===== src/rtl/vedic_mult_pipe.sv =====
// vedic_mult_pipe: 2-stage Urdhva Tiryakbhyam multiplier, WIDTH x WIDTH -> 2*WIDTH product.
// Latency: 2 CLK cycles from input transfer to OUT_VALID; one product per cycle when unstalled.
// Backpressure: IN_READY = !OUT_VALID | OUT_READY; when low both stages hold their contents.
// Optional feature: define VEDIC_SIGNED_EN to add the SIGNED port (two's-complement mode).

// vedic_cell: combinational recursive Urdhva Tiryakbhyam multiplier, W x W -> 2*W.
// Latency: 0 cycles (pure combinational).
// Backpressure: none; used only inside vedic_mult_pipe stage 1.
module vedic_cell #(
   parameter int W = 2
) (
   input  logic [W-1:0]   a,
   input  logic [W-1:0]   b,
   output logic [2*W-1:0] p
);
   generate
      if (W == 2) begin : g_leaf
         // 2x2 cell: vertical LSB, crosswise middle bit, vertical MSB plus cross carry
         logic s0;
         logic x_lo;
         logic x_hi;
         logic c1;
         logic hh;
         assign s0   = a[0] & b[0];
         assign x_lo = a[1] & b[0];
         assign x_hi = a[0] & b[1];
         assign c1   = x_lo & x_hi;
         assign hh   = a[1] & b[1];
         assign p    = {hh & c1, hh ^ c1, x_lo ^ x_hi, s0};
      end else begin : g_split
         localparam int H = W / 2;
         logic [W-1:0] ll;
         logic [W-1:0] hl;
         logic [W-1:0] lh;
         logic [W-1:0] hh;
         logic [W:0]   mid;
         vedic_cell #(.W(H)) u_ll (.a(a[H-1:0]), .b(b[H-1:0]), .p(ll));
         vedic_cell #(.W(H)) u_hl (.a(a[W-1:H]), .b(b[H-1:0]), .p(hl));
         vedic_cell #(.W(H)) u_lh (.a(a[H-1:0]), .b(b[W-1:H]), .p(lh));
         vedic_cell #(.W(H)) u_hh (.a(a[W-1:H]), .b(b[W-1:H]), .p(hh));
         // crosswise terms share one carry bit, then land H bits up
         assign mid = {1'b0, hl} + {1'b0, lh};
         assign p   = {hh, ll} + {{(W-H-1){1'b0}}, mid, {H{1'b0}}};
      end
   endgenerate
endmodule

module vedic_mult_pipe #(
   parameter int WIDTH = 8
) (
   input  logic               CLK,
   input  logic               RST_N,
   input  logic               IN_VALID,
   output logic               IN_READY,
   input  logic [WIDTH-1:0]   A,
   input  logic [WIDTH-1:0]   B,
`ifdef VEDIC_SIGNED_EN
   input  logic               SIGNED,
`endif
   output logic               OUT_VALID,
   input  logic               OUT_READY,
   output logic [2*WIDTH-1:0] P,
   output logic               BUSY
);
   localparam int H = WIDTH / 2;

   logic               advance;
   logic [WIDTH-1:0]   a_mag;
   logic [WIDTH-1:0]   b_mag;
   logic               in_neg;
   logic [WIDTH-1:0]   sp_ll;
   logic [WIDTH-1:0]   sp_hl;
   logic [WIDTH-1:0]   sp_lh;
   logic [WIDTH-1:0]   sp_hh;

   logic               s1_vld;
   logic               s1_neg;
   logic [WIDTH-1:0]   s1_ll;
   logic [WIDTH-1:0]   s1_hl;
   logic [WIDTH-1:0]   s1_lh;
   logic [WIDTH-1:0]   s1_hh;

   logic [WIDTH:0]     mid;
   logic [2*WIDTH-1:0] mag;
   logic [2*WIDTH-1:0] prod;

   // A pipeline slot opens whenever the output register is empty or being drained
   assign advance  = !OUT_VALID | OUT_READY;
   assign IN_READY = advance;
   assign BUSY     = s1_vld | OUT_VALID;

`ifdef VEDIC_SIGNED_EN
   // Signed mode multiplies magnitudes; the sign is restored after the final sum.
   // The most negative value maps to its own bit pattern, which is the correct unsigned magnitude.
   assign a_mag  = (SIGNED && A[WIDTH-1]) ? -A : A;
   assign b_mag  = (SIGNED && B[WIDTH-1]) ? -B : B;
   assign in_neg = SIGNED & (A[WIDTH-1] ^ B[WIDTH-1]);
`else
   assign a_mag  = A;
   assign b_mag  = B;
   assign in_neg = 1'b0;
`endif

   vedic_cell #(.W(H)) u_ll (.a(a_mag[H-1:0]),     .b(b_mag[H-1:0]),     .p(sp_ll));
   vedic_cell #(.W(H)) u_hl (.a(a_mag[WIDTH-1:H]), .b(b_mag[H-1:0]),     .p(sp_hl));
   vedic_cell #(.W(H)) u_lh (.a(a_mag[H-1:0]),     .b(b_mag[WIDTH-1:H]), .p(sp_lh));
   vedic_cell #(.W(H)) u_hh (.a(a_mag[WIDTH-1:H]), .b(b_mag[WIDTH-1:H]), .p(sp_hh));

   // Final recombination of the registered sub-products, then optional negate
   assign mid  = {1'b0, s1_hl} + {1'b0, s1_lh};
   assign mag  = {s1_hh, s1_ll} + {{(WIDTH-H-1){1'b0}}, mid, {H{1'b0}}};
   assign prod = s1_neg ? -mag : mag;

   // Stage 1: bubbles clear only the valid bit; sub-products load on accepted operands
   always_ff @(posedge CLK or negedge RST_N) begin
      if (!RST_N) begin
         s1_vld <= 1'b0;
         s1_neg <= 1'b0;
         s1_ll  <= '0;
         s1_hl  <= '0;
         s1_lh  <= '0;
         s1_hh  <= '0;
      end else if (advance) begin
         s1_vld <= IN_VALID;
         if (IN_VALID) begin
            s1_neg <= in_neg;
            s1_ll  <= sp_ll;
            s1_hl  <= sp_hl;
            s1_lh  <= sp_lh;
            s1_hh  <= sp_hh;
         end
      end
   end

   // Stage 2: P only moves when a valid entry arrives, so bubbles leave it untouched
   always_ff @(posedge CLK or negedge RST_N) begin
      if (!RST_N) begin
         OUT_VALID <= 1'b0;
         P         <= '0;
      end else if (advance) begin
         OUT_VALID <= s1_vld;
         if (s1_vld) begin
            P <= prod;
         end
      end
   end
endmodule


===== config.mk =====
export PLATFORM = sky130hd
export DESIGN_NAME = vedic_mult_pipe
export DESIGN_NICKNAME = d
export VERILOG_FILES = /design/src/rtl/vedic_mult_pipe.sv
export SDC_FILE = /design/constraint.sdc
export NUM_CORES = 1
export LEC_CHECK = 0
export CAP_MARGIN = 20
export CORE_ASPECT_RATIO = 1.75
export CORE_MARGIN = 3
export CORE_UTILIZATION = 40
export CTS_CLUSTER_SIZE = 20
export DETAILED_ROUTE_END_ITERATION = 8
export GPL_TIMING_DRIVEN = 0
export HOLD_SLACK_MARGIN = 0.1
export PLACE_DENSITY_LB_ADDON = 0.1
export REMOVE_ABC_BUFFERS = 1
export SETUP_SLACK_MARGIN = 0.5
export SLEW_MARGIN = 15
export SYNTH_ARGS = -nofsm -noshare
export SYNTH_HDL_FRONTEND = slang
export SYNTH_SLANG_ARGS = --single-unit

===== constraint.sdc =====
create_clock -name CLK -period 6.59 [get_ports CLK]
set_input_delay 0.9885 -clock CLK [delete_from_list [all_inputs] [get_ports CLK]]
set_output_delay 0.9885 -clock CLK [all_outputs]
set_load 0.01 [all_outputs]

==> flow_summary.toml <==
[outcome]
status = "finished clean"

[worst_setup_path]
cp.required_ns = 6.76
crit_path_end_kind = "flip-flop"
critPathLaunchType = "input port"
crit_arrival_ns = 4.09
critical_path_class = "in -> reg"
cp_max_fo = 8
r2r_slack_ns = 3.57

[grt]
grt_max_degree = 51
grt_pass1_wl_um = 15600
antenna_found_initial = 0
grt_pass1_vias = 3355
grt.total_usage_pct = 15.5
grt.overflow.total = 0

[sta]
max_freq_mhz = 255
maxSlewViolCount = 0
fin_crit_ns = 3.92
rsz0062_at_grt = "false"
min_period_over_period_pct = 59.5
finClkSkew_ns = 0.00611
hold_viol_final = 0
fin_tns_setup_ns = 0
setup_violations = 0
maxSlewHeadroom_pct = 48.6
worstMarginPinSlew_ns = 0.770

[cells_and_area]
final_cell_mix = "ha_1 (87), nand2_1 (67), and2_1 (60), dfrtp_1 (50), o21ai_0 (38)"
num_antenna_cells = 0
drive_gt1_share_pct = 5.80
final_util_pct = 47.6
synthToLayoutAreaGrowth_pct = 14.8
fin_nets = 634
final_common_cell = "ha_1"

[synthesis]
synth.area.top_cells = "dfrtp_1 (28%), ha_1 (24%), and2_1 (8.3%)"
ys_ff_latch = 50
async_flop_share_pct = 100
netlist_instances = 479
ys_seq_area_share_pct = 27.7
avgSynthCellArea_um2 = 9.42
synth_top_area_share_pct = 27.7
yosysWarnings = 0
synth_edf_count = 0
yosys_most_used_dff = "dfrtp_1"
netlist_area_um2 = 4510
synth_top_cell_by_area = "dfrtp_1"
synthDistinctLibCells = 38

[floorplan]
io_pins = 39
fp.dieW_um = 86.3
core_area_um2 = 10900
rows = 50
die_h_um = 147
initial_core_util_pct = 41.5
dieArea_um2 = 12600

[pwr]
p_seq_share_pct = 29.5
powerDensity_nw_per_um2 = 301
combPwrFrac_pct = 54.6
sw_frac_of_total_pct = 38.7
p_int_mw = 0.957
peakVddDrop_mv = 0.218
power.switching_mw = 0.603
p_leak_nw = 2.66
power_frac_clock_pct = 15.9

[routing]
dr_total_vias = 3330
ant_nets = 0
via_per_inst = 5.15
remaining_drc_errors = 0
drt_wl_total_um = 9070
drt_iter0_drc = 71
drt_pass1_iterations = 4
wl_per_cell_um = 14.0

[place]
place_congestion = 0.802
io_buffers = 38
hpwl_um = 7460

[cts]
cts_made_buffers = 5
cts_tree = "yes"
clockBufferDepth = 2
clock_sinks = 50
h-tree-depth = 2
clk_latency_ns = 0.29
post_cts_buffers = 0
hold_buffers = 0
clk_pin_slew_worst_paths_ns = 0.07
cts-root-buf = "clkbuf_16"
post_cts_resized = 0

[job]
maxCapViolations = 0

[min_path]
worst_hold_path_type = "reg -> reg"
-- sequential cells by signal, indices dropped and copies added (netlist names) --
name / flops
s1_vld: 1
OUT_VALID: 1
P: 16
s1_lh: 8
s1_ll: 8
s1_hl: 8
s1_hh: 8
-- worst paths after layout --
check,start,endpoint,cells after the start
hold / removal,s1_ll[0]$_DFFE_PN0P_,P[0]$_DFFE_PN0P_,2
min in group asynchronous,RST_N,P[15]$_DFFE_PN0P_,1
setup / recovery,A[4],s1_hl[7]$_DFFE_PN0P_,13
hold reg to reg,s1_ll[0]$_DFFE_PN0P_,P[0]$_DFFE_PN0P_,2
setup reg to reg,s1_hl[0]$_DFFE_PN0P_,P[15]$_DFFE_PN0P_,14
max in group asynchronous,RST_N,s1_ll[7]$_DFFE_PN0P_,2
-- layer usage --
| metal | up-vias | track usage [%] | routed length (um) | share of wire (%) |
|---|---|---|---|---|
| li1 | 1740 | - | - | - |
| met1 | 1533 | 17.5 | 3790 | 42 |
| met2 | 45 | 28.9 | 4840 | 53 |
| met3 | 12 | 1.47 | 204 | 2.2 |
| met4 | 0 | 6.63 | 240 | 2.6 |
| met5 | - | 0 | 0 | 0 |
-- per-stage QoR --
stage          power, mW  cells  setup WS, ns  hold slack, ns  instance area, um2
2_1_floorplan       1.08    470          3.19           0.433                4470
3_3_place_gp        1.31    638          2.29           0.452                5010
3_5_place_dp        1.33    640          2.34           0.457                5050
4_1_cts             1.58    647          2.62           0.470                5180
5_1_grt             1.71    647          2.50           0.483                5180
6_report            1.56    647          2.67           0.464                5180
-- critical path, stage by stage --
cell             delay [ns]
clkdlybuf4s50_1        0.63
and2_1                 0.28
ha_1                   0.32
ha_1                   0.32
a21o_1                 0.19
a21oi_1                0.17
xnor2_1                0.14
ha_1                   0.30
a21oi_1                0.15
o21ai_0                0.10
a21oi_1                0.18
xor2_1                 0.24
o21ai_0                0.10
-- Yosys cell counts (2+ instances only) --
cell,n
o21ai_0,38
a31oi_1,3
dfrtp_1,50
mux2_2,12
or3_1,2
fa_1,10
and2_1,60
nor3_1,6
a21oi_1,31
xor2_1,18
o211ai_2,2
clkbuf_1,4
nor2_1,4
ha_1,87
a211oi_1,4
xnor2_1,19
nor2b_1,2
a21o_1,17
or2_2,2
and3_1,2
and4b_1,2
buf_2,3
inv_1,17
nand2_1,68
nand2b_1,3
-- cell type report --
type                       count  area, um2
sequential                    50       1250
tap                          130        163
clock buffer                   6        129
inverter                      17       63.8
clock inverter                 1       7.51
timing repair buffer          40        415
multi-input combinational    403       3150
fill                        1087       5700
-- power groups by stage --
stage	clock network [mW]	logic, mW	registers [mW]
2_1_floorplan	0	0.608	0.473
3_3_place_gp	0	0.843	0.465
3_5_place_dp	0	0.858	0.469
4_1_cts	0.254	0.867	0.463
5_1_grt	0.266	0.971	0.475
6_report	0.249	0.852	0.460
-- kinds of logic (layout without fill, tap and decap cells) --
logic type / after synthesis / count (layout) / synth area share [%]
xor gates and xnor gates: 37 / 37 / 7.18
adders and majority gates: 97 / 97 / 28.5
AOI/OAI and AO/OA: 102 / 102 / 13.5
buffers and inverters: 26 / 64 / 2.49
DFF: 50 / 50 / 27.7
and+or+nand+nor: 154 / 154 / 17.4
muxes: 13 / 13 / 3.22
Power figures use the tool's default switching activity.
